==> src/rtl/bram_bit_packer_pkg.sv <==
// Shared state encoding and width helpers for the word-to-bit RAM packer.
package bram_bit_packer_pkg;

  typedef enum logic [2:0] {
    IDLE  = 3'd0,
    WRITE = 3'd1,
    READ  = 3'd2,
    DRAIN = 3'd3,
    RESP  = 3'd4
  } state_e;

  function automatic int calc_waddr_w(input int addr_w, input int word_w);
    return addr_w - $clog2(word_w);
  endfunction

  // Beat counter width; a 2-bit word has one beat but still needs a 1-bit counter.
  function automatic int calc_beat_w(input int word_w);
    return (word_w > 2) ? $clog2(word_w / 2) : 1;
  endfunction

endpackage

==> src/rtl/bram_bit_packer_asm.sv <==
// Read-data assembler: drops each beat's Q0/Q1 pair into its even/odd bit slot.
module bram_bit_packer_asm
  import bram_bit_packer_pkg::*;
#(
  parameter  int WORD_W = 16,
  localparam int BW     = calc_beat_w(WORD_W),
  localparam int LW     = $clog2(WORD_W)
) (
  input  logic              CLK,
  input  logic              RSTN,
  input  logic              i_clr,
  input  logic              i_cap,
  input  logic [BW-1:0]     i_beat,
  input  logic              i_q0,
  input  logic              i_q1,
  output logic [WORD_W-1:0] o_data
);

  logic [WORD_W-1:0] r_data;
  logic [LW-1:0]     w_sel0;
  logic [LW-1:0]     w_sel1;

  assign w_sel0 = LW'({i_beat, 1'b0});
  assign w_sel1 = w_sel0 | LW'(1);

  always_ff @(posedge CLK or negedge RSTN) begin
    if (!RSTN) begin
      r_data <= '0;
    end else if (i_clr) begin
      r_data <= '0;
    end else if (i_cap) begin
      r_data[w_sel0] <= i_q0;
      r_data[w_sel1] <= i_q1;
    end
  end

  assign o_data = r_data;

endmodule

==> src/rtl/bram_bit_packer.sv <==
// Word-level initiator for the bit-wide dual-port RAM: even bits on port 0, odd on port 1.
// Build option BRAM_BIT_PACKER_WR_ACK_EN: writes finish with a zero-data response.
//
// state | meaning
// IDLE  | ready for a request, all RAM strobes low
// WRITE | one beat per cycle, two bits written per beat
// READ  | one beat per cycle, Q of the previous beat captured
// DRAIN | no strobes, capture the last beat's Q
// RESP  | rsp_valid held until rsp_ready
module bram_bit_packer
  import bram_bit_packer_pkg::*;
#(
  parameter  int WORD_W  = 16,
  parameter  int ADDR_W  = 14,
  localparam int WADDR_W = calc_waddr_w(ADDR_W, WORD_W),
  localparam int BEATS   = WORD_W / 2
) (
  input  logic               CLK,
  input  logic               RSTN,
  input  logic               req_valid,
  output logic               req_ready,
  input  logic               req_we,
  input  logic [WADDR_W-1:0] req_addr,
  input  logic [WORD_W-1:0]  req_wdata,
  output logic               rsp_valid,
  input  logic               rsp_ready,
  output logic [WORD_W-1:0]  rsp_rdata,
  output logic [ADDR_W-1:0]  A0,
  output logic [ADDR_W-1:0]  A1,
  output logic               D0,
  output logic               D1,
  output logic               WE0,
  output logic               WE1,
  output logic               WEM0,
  output logic               WEM1,
  output logic               CE0,
  output logic               CE1,
  input  logic               Q0,
  input  logic               Q1
);

  localparam int BW = calc_beat_w(WORD_W);
  localparam int LW = $clog2(WORD_W);
  localparam logic [BW-1:0] LAST_BEAT = BW'(BEATS - 1);

`ifdef BRAM_BIT_PACKER_WR_ACK_EN
  localparam state_e WR_DONE = RESP;
`else
  localparam state_e WR_DONE = IDLE;
`endif

  state_e             r_state;
  state_e             w_state_nxt;
  logic [BW-1:0]      r_beat;
  logic [WADDR_W-1:0] r_addr;
  logic [WORD_W-1:0]  r_wdata;

  logic               w_accept;
  logic               w_last;
  logic               w_active;
  logic               w_cap;
  logic [BW-1:0]      w_cap_beat;
  logic [LW-1:0]      w_sel0;
  logic [LW-1:0]      w_sel1;
  logic [ADDR_W-1:0]  w_base;

  assign w_accept = (r_state == IDLE) && req_valid;
  assign w_last   = (r_beat == LAST_BEAT);
  assign w_active = (r_state == WRITE) || (r_state == READ);
  assign w_sel0   = LW'({r_beat, 1'b0});
  assign w_sel1   = w_sel0 | LW'(1);
  assign w_base   = ADDR_W'(r_addr) << LW;

  always_ff @(posedge CLK or negedge RSTN) begin
    if (!RSTN) begin
      r_state <= IDLE;
    end else begin
      r_state <= w_state_nxt;
    end
  end

  always_ff @(posedge CLK or negedge RSTN) begin
    if (!RSTN) begin
      r_beat  <= '0;
      r_addr  <= '0;
      r_wdata <= '0;
    end else if (w_accept) begin
      r_beat  <= '0;
      r_addr  <= req_addr;
      r_wdata <= req_wdata;
    end else if (w_active) begin
      r_beat  <= r_beat + BW'(1);
    end
  end

  always_comb begin
    w_state_nxt = r_state;
    unique case (r_state)
      IDLE:    if (req_valid) w_state_nxt = req_we ? WRITE : READ;
      WRITE:   if (w_last)    w_state_nxt = WR_DONE;
      READ:    if (w_last)    w_state_nxt = DRAIN;
      DRAIN:                  w_state_nxt = RESP;
      RESP:    if (rsp_ready) w_state_nxt = IDLE;
      default:                w_state_nxt = IDLE;
    endcase
  end

  // Port drive is decoded from registered state only, so reset drops strobes at once.
  always_comb begin
    A0  = '0;
    A1  = '0;
    D0  = 1'b0;
    D1  = 1'b0;
    WE0 = 1'b0;
    WE1 = 1'b0;
    CE0 = 1'b0;
    CE1 = 1'b0;
    if (w_active) begin
      A0  = w_base | ADDR_W'(w_sel0);
      A1  = w_base | ADDR_W'(w_sel1);
      CE0 = 1'b1;
      CE1 = 1'b1;
    end
    if (r_state == WRITE) begin
      D0  = r_wdata[w_sel0];
      D1  = r_wdata[w_sel1];
      WE0 = 1'b1;
      WE1 = 1'b1;
    end
  end

  assign WEM0 = WE0;
  assign WEM1 = WE1;

  // Q lags CE by one cycle: beat k is captured during beat k+1, the last beat in DRAIN.
  assign w_cap      = ((r_state == READ) && (r_beat != '0)) || (r_state == DRAIN);
  assign w_cap_beat = (r_state == DRAIN) ? LAST_BEAT : (r_beat - BW'(1));

  bram_bit_packer_asm #(
    .WORD_W (WORD_W)
  ) u_asm (
    .CLK    (CLK),
    .RSTN   (RSTN),
    .i_clr  (w_accept),
    .i_cap  (w_cap),
    .i_beat (w_cap_beat),
    .i_q0   (Q0),
    .i_q1   (Q1),
    .o_data (rsp_rdata)
  );

  assign req_ready = (r_state == IDLE);
  assign rsp_valid = (r_state == RESP);

endmodule

==> config.mk <==
export PLATFORM = sky130hd
export DESIGN_NAME = bram_bit_packer
export DESIGN_NICKNAME = d
export VERILOG_FILES = /design/src/rtl/bram_bit_packer_pkg.sv /design/src/rtl/bram_bit_packer_asm.sv /design/src/rtl/bram_bit_packer.sv
export SDC_FILE = /design/constraint.sdc
export NUM_CORES = 1
export LEC_CHECK = 0
export CORE_MARGIN = 2
export CORE_UTILIZATION = 45
export CTS_CLUSTER_DIAMETER = 120
export CTS_CLUSTER_SIZE = 24
export DETAILED_ROUTE_END_ITERATION = 10
export PLACE_DENSITY = 0.81
export SETUP_SLACK_MARGIN = 0.5
export SKIP_LAST_GASP = 1
export SYNTH_ARGS = -nofsm -noshare
export SYNTH_HDL_FRONTEND = slang
export SYNTH_SLANG_ARGS = --single-unit
==> constraint.sdc <==
create_clock -name CLK -period 2.6 [get_ports CLK]
set_clock_uncertainty 0.05 [all_clocks]
set_input_delay 0.39 -clock CLK [delete_from_list [all_inputs] [get_ports CLK]]
set_output_delay 0.39 -clock CLK [all_outputs]
set_load 0.02 [all_outputs]
==> impl_metrics.json, run 1 <==
{
  "fmax_mhz": 451,
  "slew_headroom": 0.573,
  "crit_fanout": 5,
  "die_y_um": 78.9,
  "place_congestion": 0.807,
  "critPathArrivalTime_ns": 1.78,
  "global_route.overflow_total": 0,
  "grt_pass1_vias": 2049,
  "hold_viol": 0,
  "synthTopCellsByArea": "dfrtp_1, nand2_1, buf_4",
  "rr_worst_depth": 7,
  "criticalPathCategory": "flop to output port",
  "status": "completed",
  "die-width_um": 78.9,
  "total_power_mw": 4.39,
  "clk_pin_slew_ns": 0.09,
  "hold_path_depth": 2,
  "drt_iter0_drc": 162,
  "dr_wl_met3_um": 292,
  "avgViaCountPerCell": 4.82,
  "synth_edf_count": 0,
  "synth_top_area_cell": "dfrtp_1",
  "rr_endpoint": "u_asm.o_data[9]",
  "syn_to_final_growth_pct": 33.5,
  "r2r_setup_slack_ns": 0.48,
  "clock_sinks": 48,
  "crit_path_max_incr_delay_ns": 0.50,
  "start_util": 0.461,
  "fin_nets": 387,
  "synth_seq_cells": 48,
  "cts_max_level": 2,
  "routed_wl_mm": 5.70,
  "dpl_cell_area_sq_um": 3290,
  "final_common_cell": "nand2_1",
  "hold_class": "flop to flop",
  "synthCells": 276,
  "rsz0062_at_grt": "true",
  "drc": 0,
  "fin_tns_setup_ns": 0,
  "multi_input_area_sq_um": 1100,
  "ys.flop_type": "dfrtp_1",
  "num_vias": 2038,
  "postSynth.asyncResetShare": 1.00,
  "cp_data_required_time_ns": 2.16,
  "r2r-start": "r_beat[0]",
  "io_buffers": 85,
  "grt_pass1_wl_mm": 9.33,
  "antenna_found_initial": 0,
  "cp-end-kind": "output port",
  "final_cell_area_sq_um": 3370,
  "p_leak_nw": 1.68,
  "pwr_density_cell_nw_per_um2": 1300,
  "drive_gt1_frac": 0.199,
  "nFillCells": 519,
  "die_area_sq_um": 6220,
  "cts_buffers": 5,
  "post-route-min-period_ns": 2.22,
  "yosys.area.top_type_share": 0.476,
  "layout_common_cells": "nand2_1, clkdlybuf4s50_1, dfrtp_1, clkbuf_2, buf_4",
  "whs_endpoint": "r_addr[1]",
  "ios": 87,
  "drt_pre_antenna_iters": 4,
  "cp_slowest_cell": "mux4_2",
  "routed.top_layer": "met4",
  "setup_viol": 0,
  "rows": 27,
  "crit_family": "multiplexers",
  "n_antenna_cell": 0,
  "grt_max_degree": 32,
  "m1WireLength_mm": 2.52,
  "min_from": "r_addr[1]",
  "worst_pin_slew_ns": 0.639,
  "wl_per_cell_um": 13.5,
  "syn_nets": 313,
  "root_buffer": "clkbuf_8",
  "crit_buf_inv": 2,
  "ir_drop_v": 0.000562,
  "yosys_warnings": 0,
  "slew_violations": 0,
  "final_cell_count_no_fill": 423,
  "synth.distinct_cells": 35,
  "syn_area_per_cell_sq_um": 9.14,
  "core-area_sq_um": 5470,
  "post-route-period-util": 0.853,
  "insertion_delay_ns": 0.30,
  "clock_path_buffers": 2,
  "start_kind": "flop",
  "cts_tree": "done",
  "dp_cells": 407,
  "dp_hpwl_mm": 4.17,
  "syn_area_sq_um": 2520,
  "dr_wl_met2_mm": 2.85,
  "crit_chain": "buf_4 > mux4_2 > mux2i_1 > nor2_1 > clkbuf_2",
  "cap_violations": 0,
  "track_usage": 0.193,
  "yosysSeqAreaShare": 0.476,
  "ant_nets": 0,
  "ff_latch_area_sq_um": 1210
}
synthesized netlist by cell type (2+ instances only):
library cell / n
nand3_1: 4
nand2_1: 100
a22o_1: 2
ha_1: 4
and2_1: 12
mux4_2: 4
o311ai_0: 4
dfrtp_1: 48
buf_4: 22
and3_1: 2
mux2i_1: 8
nand2b_1: 2
o31ai_1: 5
inv_1: 8
buf_2: 9
o21ai_0: 2
nor2_1: 10
a21oi_1: 4
nor3_1: 3
nand3_2: 2
o211ai_1: 6
xnor2_1: 2
through the flow:
stage,hold slack (ns),util,setup WS [ns]
2_1_floorplan,0.0444,-,0.574
3_3_place_gp,0.279,0.600,0.401
3_5_place_dp,0.285,0.600,0.323
4_1_cts,0.427,0.630,0.278
5_1_grt,0.448,0.615,0.305
6_report,0.421,0.615,0.383
worst reg2reg max path: cells and delay by family (launching register included):
| kind | cells | cell delay (ns) |
|---|---|---|
| and+or+nand+nor | 2 | 0.44 |
| muxes | 1 | 0.23 |
| xor gates and xnor gates | 1 | 0.33 |
| buffers and inverters | 2 | 0.30 |
| DFF | 1 | 0.46 |
| adders and majority gates | 1 | 0.24 |
flip-flops by register name, indices dropped and copies added (netlist names):
signal        flops
u_asm.o_data     16
r_state           3
r_beat            3
r_addr           10
r_wdata          16
worst max path at each step:
stage	from	end	cells past startpoint
final	r_beat[0]	D1	5
after global routing	r_beat[0]	D0	5
after CTS	r_beat[0]	D1	4
after detailed placement	r_beat[0]	D0	4
after global placement	r_state[1]	A0[13]	5
after floorplan	r_beat[0]	A1[1]	5
cells by family (layout without fill, tap and decap cells):
logic type,Yosys count,count (layout),share of synthesized area
AOI/OAI and AO/OA,26,26,0.0744
xor gates and xnor gates,4,4,0.0169
adders and majority gates,4,4,0.0198
buffers and inverters,41,116,0.101
DFF,48,48,0.476
muxes,12,12,0.0675
other,1,1,0.00149
and+or+nand+nor,140,140,0.243
layout make-up:
| class | instances | area share |
|---|---|---|
| Clock buffer | 6 | 0.0215 |
| Clock inverter | 2 | 0.0104 |
| Inverter | 8 | 0.00892 |
| Multi-Input combinational cell | 187 | 0.327 |
| Sequential cell | 48 | 0.358 |
| Tap cell | 72 | 0.0267 |
| Timing Repair Buffer | 100 | 0.247 |
what timing repair did:
action / 4_1_cts / 5_1_grt
endpoints found under the setup margin: 44 / 37
gates cloned: 0 / 0
hold buffers: 1 / 0
pin swaps: 1 / 1
hold endpoints to repair: 17 / 0
gates resized for setup: 86 / 28
setup buffers: 5 / 2
power by group:
| part | leakage (nW) | internal [mW] | total [mW] | switching [mW] |
|---|---|---|---|---|
| clock | 0.0552 | 0.285 | 0.525 | 0.240 |
| sequential | 0.615 | 1.04 | 1.26 | 0.219 |
| combinational | 1.01 | 1.05 | 2.60 | 1.55 |
| total | 1.68 | 2.38 | 4.39 | 2.01 |
per-layer routing:
| layer | GRT usage | up-vias |
|---|---|---|
| li1 | - | 1031 |
| met1 | 0.253 | 948 |
| met2 | 0.322 | 57 |
| met3 | 0.0455 | 2 |
| met4 | 0.0569 | 0 |
| met5 | 0 | - |
(Power assumes the default switching activity.)
==> run 2: changes to the inputs <==
--- a/config.mk
+++ b/config.mk
@@ -6,11 +6,11 @@
 export NUM_CORES = 1
 export LEC_CHECK = 0
 export CORE_MARGIN = 2
-export CORE_UTILIZATION = 45
+export CORE_UTILIZATION = 25
 export CTS_CLUSTER_DIAMETER = 120
 export CTS_CLUSTER_SIZE = 24
 export DETAILED_ROUTE_END_ITERATION = 10
-export PLACE_DENSITY = 0.81
+export PLACE_DENSITY = 0.5
 export SETUP_SLACK_MARGIN = 0.5
 export SKIP_LAST_GASP = 1
 export SYNTH_ARGS = -nofsm -noshare
==> run 2 against run 1 <==
  * First-iteration DRC count shrank 54%
  * Combinational power up 25%
  * Sequential share of layout area decreased by 3.6 points
  * Total power grew 16%
  * Critical path depth rose by 2
  * Register-to-register slack better by 0.08 ns
  * Critical path type unchanged
  * Largest cell class unchanged
==> impl_metrics.json, run 2 (same netlist as run 1, synthesis figures left out) <==
{
  "core-area_sq_um": 9770,
  "post-route-min-period_ns": 2.18,
  "wl_per_cell_um": 13.0,
  "startpoint": "r_state[1]",
  "cp_slowest_cell": "dfrtp_2",
  "place_congestion": 0.726,
  "clock_path_buffers": 2,
  "n_antenna_cell": 0,
  "dp_slack_ns": 0.338,
  "worstSetupEndpoint": "A0[7]",
  "root_buffer": "clkbuf_8",
  "num_vias": 2111,
  "die_y_um": 104,
  "fmax_mhz": 459,
  "rr_endpoint": "r_beat[2]",
  "hold_class": "flop to flop",
  "rsz0062_at_grt": "true",
  "grt_max_degree": 36,
  "worst_pin_slew_ns": 0.512,
  "avgViaCountPerCell": 4.26,
  "criticalPathCategory": "flop to output port",
  "start_util": 0.258,
  "final_common_cell": "nand2_1",
  "routed_wl_mm": 6.43,
  "nFillCells": 1001,
  "rr_worst_depth": 7,
  "slew_headroom": 0.659,
  "cp-end-kind": "output port",
  "ir_drop_v": 0.000424,
  "dp_hpwl_mm": 4.53,
  "clock_sinks": 48,
  "post-route-period-util": 0.837,
  "cap_violations": 0,
  "setup_viol": 0,
  "insertion_delay_ns": 0.30,
  "clk_pin_slew_ns": 0.09,
  "cts_max_level": 2,
  "start_kind": "flop",
  "hold_path_depth": 2,
  "p_leak_nw": 1.78,
  "r2r_setup_slack_ns": 0.56,
  "layout_common_cells": "nand2_1, clkdlybuf4s50_1, dfrtp_1, buf_6, buf_4",
  "status": "completed",
  "ant_nets": 0,
  "fin_nets": 398,
  "hold_viol": 0,
  "drt_pre_antenna_iters": 4,
  "track_usage": 0.121,
  "crit_chain": "xnor2_4 > nor2_4 > buf_6 > buf_4 > buf_4 > and2_4 > buf_6",
  "worst_slack_ns": 0.423,
  "grt_pass1_wl_mm": 10.7,
  "antenna_found_initial": 0,
  "crit_path_max_incr_delay_ns": 0.48,
  "cp_data_required_time_ns": 2.16,
  "drive_gt1_frac": 0.268,
  "die_area_sq_um": 10900,
  "cts_buffers": 5,
  "grt_pass1_vias": 2116,
  "r2r-start": "r_state[1]",
  "ios": 87,
  "critPathArrivalTime_ns": 1.74,
  "drt_iter0_drc": 74,
  "die-width_um": 104,
  "rows": 36,
  "syn_to_final_growth_pct": 48.5,
  "cts_tree": "done",
  "io_buffers": 85,
  "global_route.overflow_total": 0,
  "crit_fanout": 6,
  "pwr_density_cell_nw_per_um2": 1360,
  "drc": 0,
  "slew_violations": 0,
  "fin_tns_setup_ns": 0
}
[run 2: cell count changes in the layout (fill, tap and decap cells not counted), sizes merged]
cell / change
buf: +24
clkbuf: -9
clkdlybuf4s15: +2
dlygate4sd2: -7
nand3: +1
[run 2: final cells by class]
type,instances,area [sq um],share of cell area
Timing Repair Buffer,110,1060,0.283
Clock inverter,2,35.0,0.00935
Clock buffer,6,72.6,0.0194
Multi-Input combinational cell,188,1170,0.314
Sequential cell,48,1210,0.322
Inverter,8,32.5,0.00868
Tap cell,133,166,0.0444
[run 2: worst max-delay path: cells and delay by family (launching register included)]
family / cells / cell delay (ns)
simple gates: 2 / 0.21
xor+xnor: 1 / 0.23
flops: 1 / 0.48
buf+inv: 4 / 0.52
[run 2: stage by stage]
| step | total power, mW | cell area, sq um | hold slack [ns] | std cells | util |
|---|---|---|---|---|---|
| CTS | 4.62 | 3510 | 0.428 | 488 | 0.359 |
| finish | 5.08 | 3750 | 0.427 | 495 | 0.383 |
| global route | 5.48 | 3750 | 0.468 | 495 | 0.383 |
| detailed placement | 4.07 | 3380 | 0.291 | 469 | 0.346 |
| global placement | 4.05 | 3380 | 0.286 | 469 | 0.346 |
| floorplan | 3.12 | 2520 | 0.0444 | 276 | - |
[run 2: report_power, final]
part | internal, mW | switching (mW) | total (mW)
combinational | 1.58 | 1.68 | 3.26
sequential | 1.04 | 0.234 | 1.28
clock | 0.286 | 0.255 | 0.541
[run 2: timing repair]
item                                    CTS  global route
hold buffers                              1             0
endpoints found under the setup margin   43            44
hold endpoints to repair                 16             0
setup buffers                            10             6
gates cloned                              0             1
pin swaps                                 1             4
resized for setup                       113            86
[run 2: worst min path at each step]
stage	slack (ns)	end	startpoint
after global placement	0.29	u_asm.o_data[3]	RSTN
after floorplan	0.04	r_addr[0]	RSTN
after detailed placement	0.29	u_asm.o_data[3]	RSTN
after global routing	0.47	r_wdata[0]	r_wdata[0]
after CTS	0.43	r_addr[7]	r_addr[7]
final	0.43	r_addr[4]	r_addr[4]
[run 2: routing by layer]
metal,track usage,vias to the layer above,wire (um)
li1,-,1052,-
met1,0.162,979,3030
met2,0.193,74,2960
met3,0.0263,6,362
met4,0.0376,0,82
met5,0,-,0
==> run 3: changes to the inputs <==
--- a/config.mk
+++ b/config.mk
@@ -10,7 +10,7 @@
 export CTS_CLUSTER_DIAMETER = 120
 export CTS_CLUSTER_SIZE = 24
 export DETAILED_ROUTE_END_ITERATION = 10
-export PLACE_DENSITY = 0.5
+export PLACE_DENSITY = 0.52
 export SETUP_SLACK_MARGIN = 0.5
 export SKIP_LAST_GASP = 1
 export SYNTH_ARGS = -nofsm -noshare
==> constraint.sdc (replaced) <==
create_clock -name CLK -period 1.8 [get_ports CLK]
set_clock_uncertainty 0.05 [all_clocks]
set_input_delay 0.27 -clock CLK [delete_from_list [all_inputs] [get_ports CLK]]
set_output_delay 0.27 -clock CLK [all_outputs]
set_load 0.02 [all_outputs]
==> run 3 against run 2 <==
  * The run now ends with setup timing left
  * Final area grew 24%
  * Critical path depth shrank 3
  * Sequential cell count is the same
  * Routed wire length grew 21%
  * Clock-buffer cell count grew 1
  * Worst hold slack lost 0.0013 ns
  * First-iteration DRC count shrank 8.1%
  * Critical path type unchanged
  * Largest cell class is now non-clock buffers
==> impl_metrics.json, run 3 (same netlist as run 1, synthesis figures left out) <==
{
  "status": "finished with violations",
  "violations": "setup timing",
  "cts_max_level": 2,
  "crit_chain": "mux4_2 > mux2i_1 > nor2_1 > buf_2",
  "core-area_sq_um": 9770,
  "clk_pin_slew_ns": 0.09,
  "drt_iter0_drc": 68,
  "syn_to_final_growth_pct": 84.5,
  "fmax_mhz": 502,
  "cp_data_required_time_ns": 1.48,
  "crit_family": "multiplexers",
  "crit_buf_inv": 1,
  "wl_per_cell_um": 14.8,
  "pwr_density_cell_nw_per_um2": 2080,
  "die_area_sq_um": 10900,
  "drive_gt1_frac": 0.563,
  "grt_max_degree": 49,
  "post-route-min-period_ns": 1.99,
  "crit_fanout": 5,
  "nFillCells": 947,
  "clock_sinks": 48,
  "criticalPathCategory": "flop to output port",
  "cts_tree": "done",
  "r2r_setup_slack_ns": -0.07,
  "crit_path_max_incr_delay_ns": 0.52,
  "place_congestion": 0.775,
  "setup_viol": 34,
  "hold_class": "primary input to async pin",
  "critPathArrivalTime_ns": 1.67,
  "fin_nets": 430,
  "n_antenna_cell": 0,
  "post-route-util": 0.476,
  "num_vias": 2348,
  "p_leak_nw": 2.22,
  "total_power_mw": 9.70,
  "antenna_found_initial": 0,
  "grt_pass1_wl_mm": 12.2,
  "fin_hold_ws_ns": 0.426,
  "track_usage": 0.140,
  "start_kind": "flop",
  "grt_pass1_vias": 2371,
  "slew_violations": 0,
  "worst_slack_ns": -0.190,
  "dp_hpwl_mm": 4.63,
  "cp.depth": 4,
  "worst_pin_slew_ns": 0.532,
  "slew_headroom": 0.644,
  "ios": 87,
  "cp-end-kind": "output port",
  "start_util": 0.258,
  "drt_pre_antenna_iters": 4,
  "avgViaCountPerCell": 4.46,
  "drc": 0,
  "insertion_delay_ns": 0.30,
  "die_y_um": 104,
  "io_buffers": 85,
  "rows": 36,
  "ant_nets": 0,
  "rr_worst_depth": 7,
  "multi_input_area_sq_um": 1500,
  "root_buffer": "clkbuf_8",
  "clock_path_buffers": 2,
  "ff_latch_area_sq_um": 1210,
  "layout_common_cells": "buf_6, dfrtp_1, nand2_1, nand2_2, clkdlybuf4s50_1",
  "hold_viol": 0,
  "rsz0062_at_grt": "true",
  "final_common_cell": "buf_6",
  "cap_violations": 0,
  "ir_drop_v": 0.000998,
  "routed_wl_mm": 7.81,
  "cts_buffers": 5,
  "die-width_um": 104,
  "cp_slowest_cell": "mux4_2",
  "global_route.overflow_total": 0,
  "post-route-period-util": 1.11
}
run 3: cell count changes in the layout (fill, tap and decap cells not counted), sizes merged:
cell           delta
clkinv            -1
clkdlybuf4s50    -16
dlygate4sd2       -4
buf              +52
nand2             +1
nand3             -1
clkdlybuf4s15     +5
clkbuf            -4
run 3: timing repair:
item                                    CTS  global route
hold buffers                              1             0
pin swaps                                25            27
hold endpoints to repair                 48             0
endpoints found under the setup margin  100            93
resized for setup                       308            86
gates cloned                              9             1
buffers inserted                         24             4
run 3: final timing paths:
path                                  from          endpoint
max in group asynchronous             RSTN         r_beat[1]
worst min-delay path                  RSTN       r_wdata[13]
worst max-delay path             r_beat[0]                D1
min in group CLK                r_wdata[6]        r_wdata[6]
worst min register to register  r_wdata[6]        r_wdata[6]
worst max register to register   r_beat[0]  u_asm.o_data[15]
run 3: worst register-to-register path: stages (launching register included):
cell and delay [ns]:
dfrtp_2 0.45, buf_4 0.23, inv_6 0.06, ha_4 0.17, xnor2_2 0.13, or3_1 0.33, a21oi_2 0.20, mux2i_1 0.20
run 3: per-stage QoR:
step / worst slack [ns] / area (sq um) / std cells / TNS [ns]
3_3_place_gp: -0.267 / 3620 / 480 / -5.13
6_report: -0.190 / 4650 / 527 / -2.84
2_1_floorplan: 0.0384 / 2780 / 276 / 0
4_1_cts: -0.165 / 4380 / 522 / -2.75
3_5_place_dp: -0.290 / 3620 / 480 / -5.96
5_1_grt: -0.265 / 4650 / 527 / -6.35
run 3: report_power, final:
part / internal, mW / switching, mW
clock: 0.491 / 0.379
sequential: 1.51 / 0.378
combinational: 3.72 / 3.22
run 3: cell type report:
class / count / area share
clock inverters: 1 / 0.00645
flip-flops and latches: 48 / 0.259
well taps: 133 / 0.0358
inverters: 8 / 0.00806
multi-input cells: 188 / 0.322
clock buffers: 7 / 0.0207
repair buffers: 142 / 0.347
run 3: per-layer routing:
metal  wire (um)  track usage  vias up
met2        4060        0.243       66
li1            -            -     1127
met5           0            0        -
met3         388       0.0282        2
met1        3350        0.182     1153
met4          19       0.0212        0
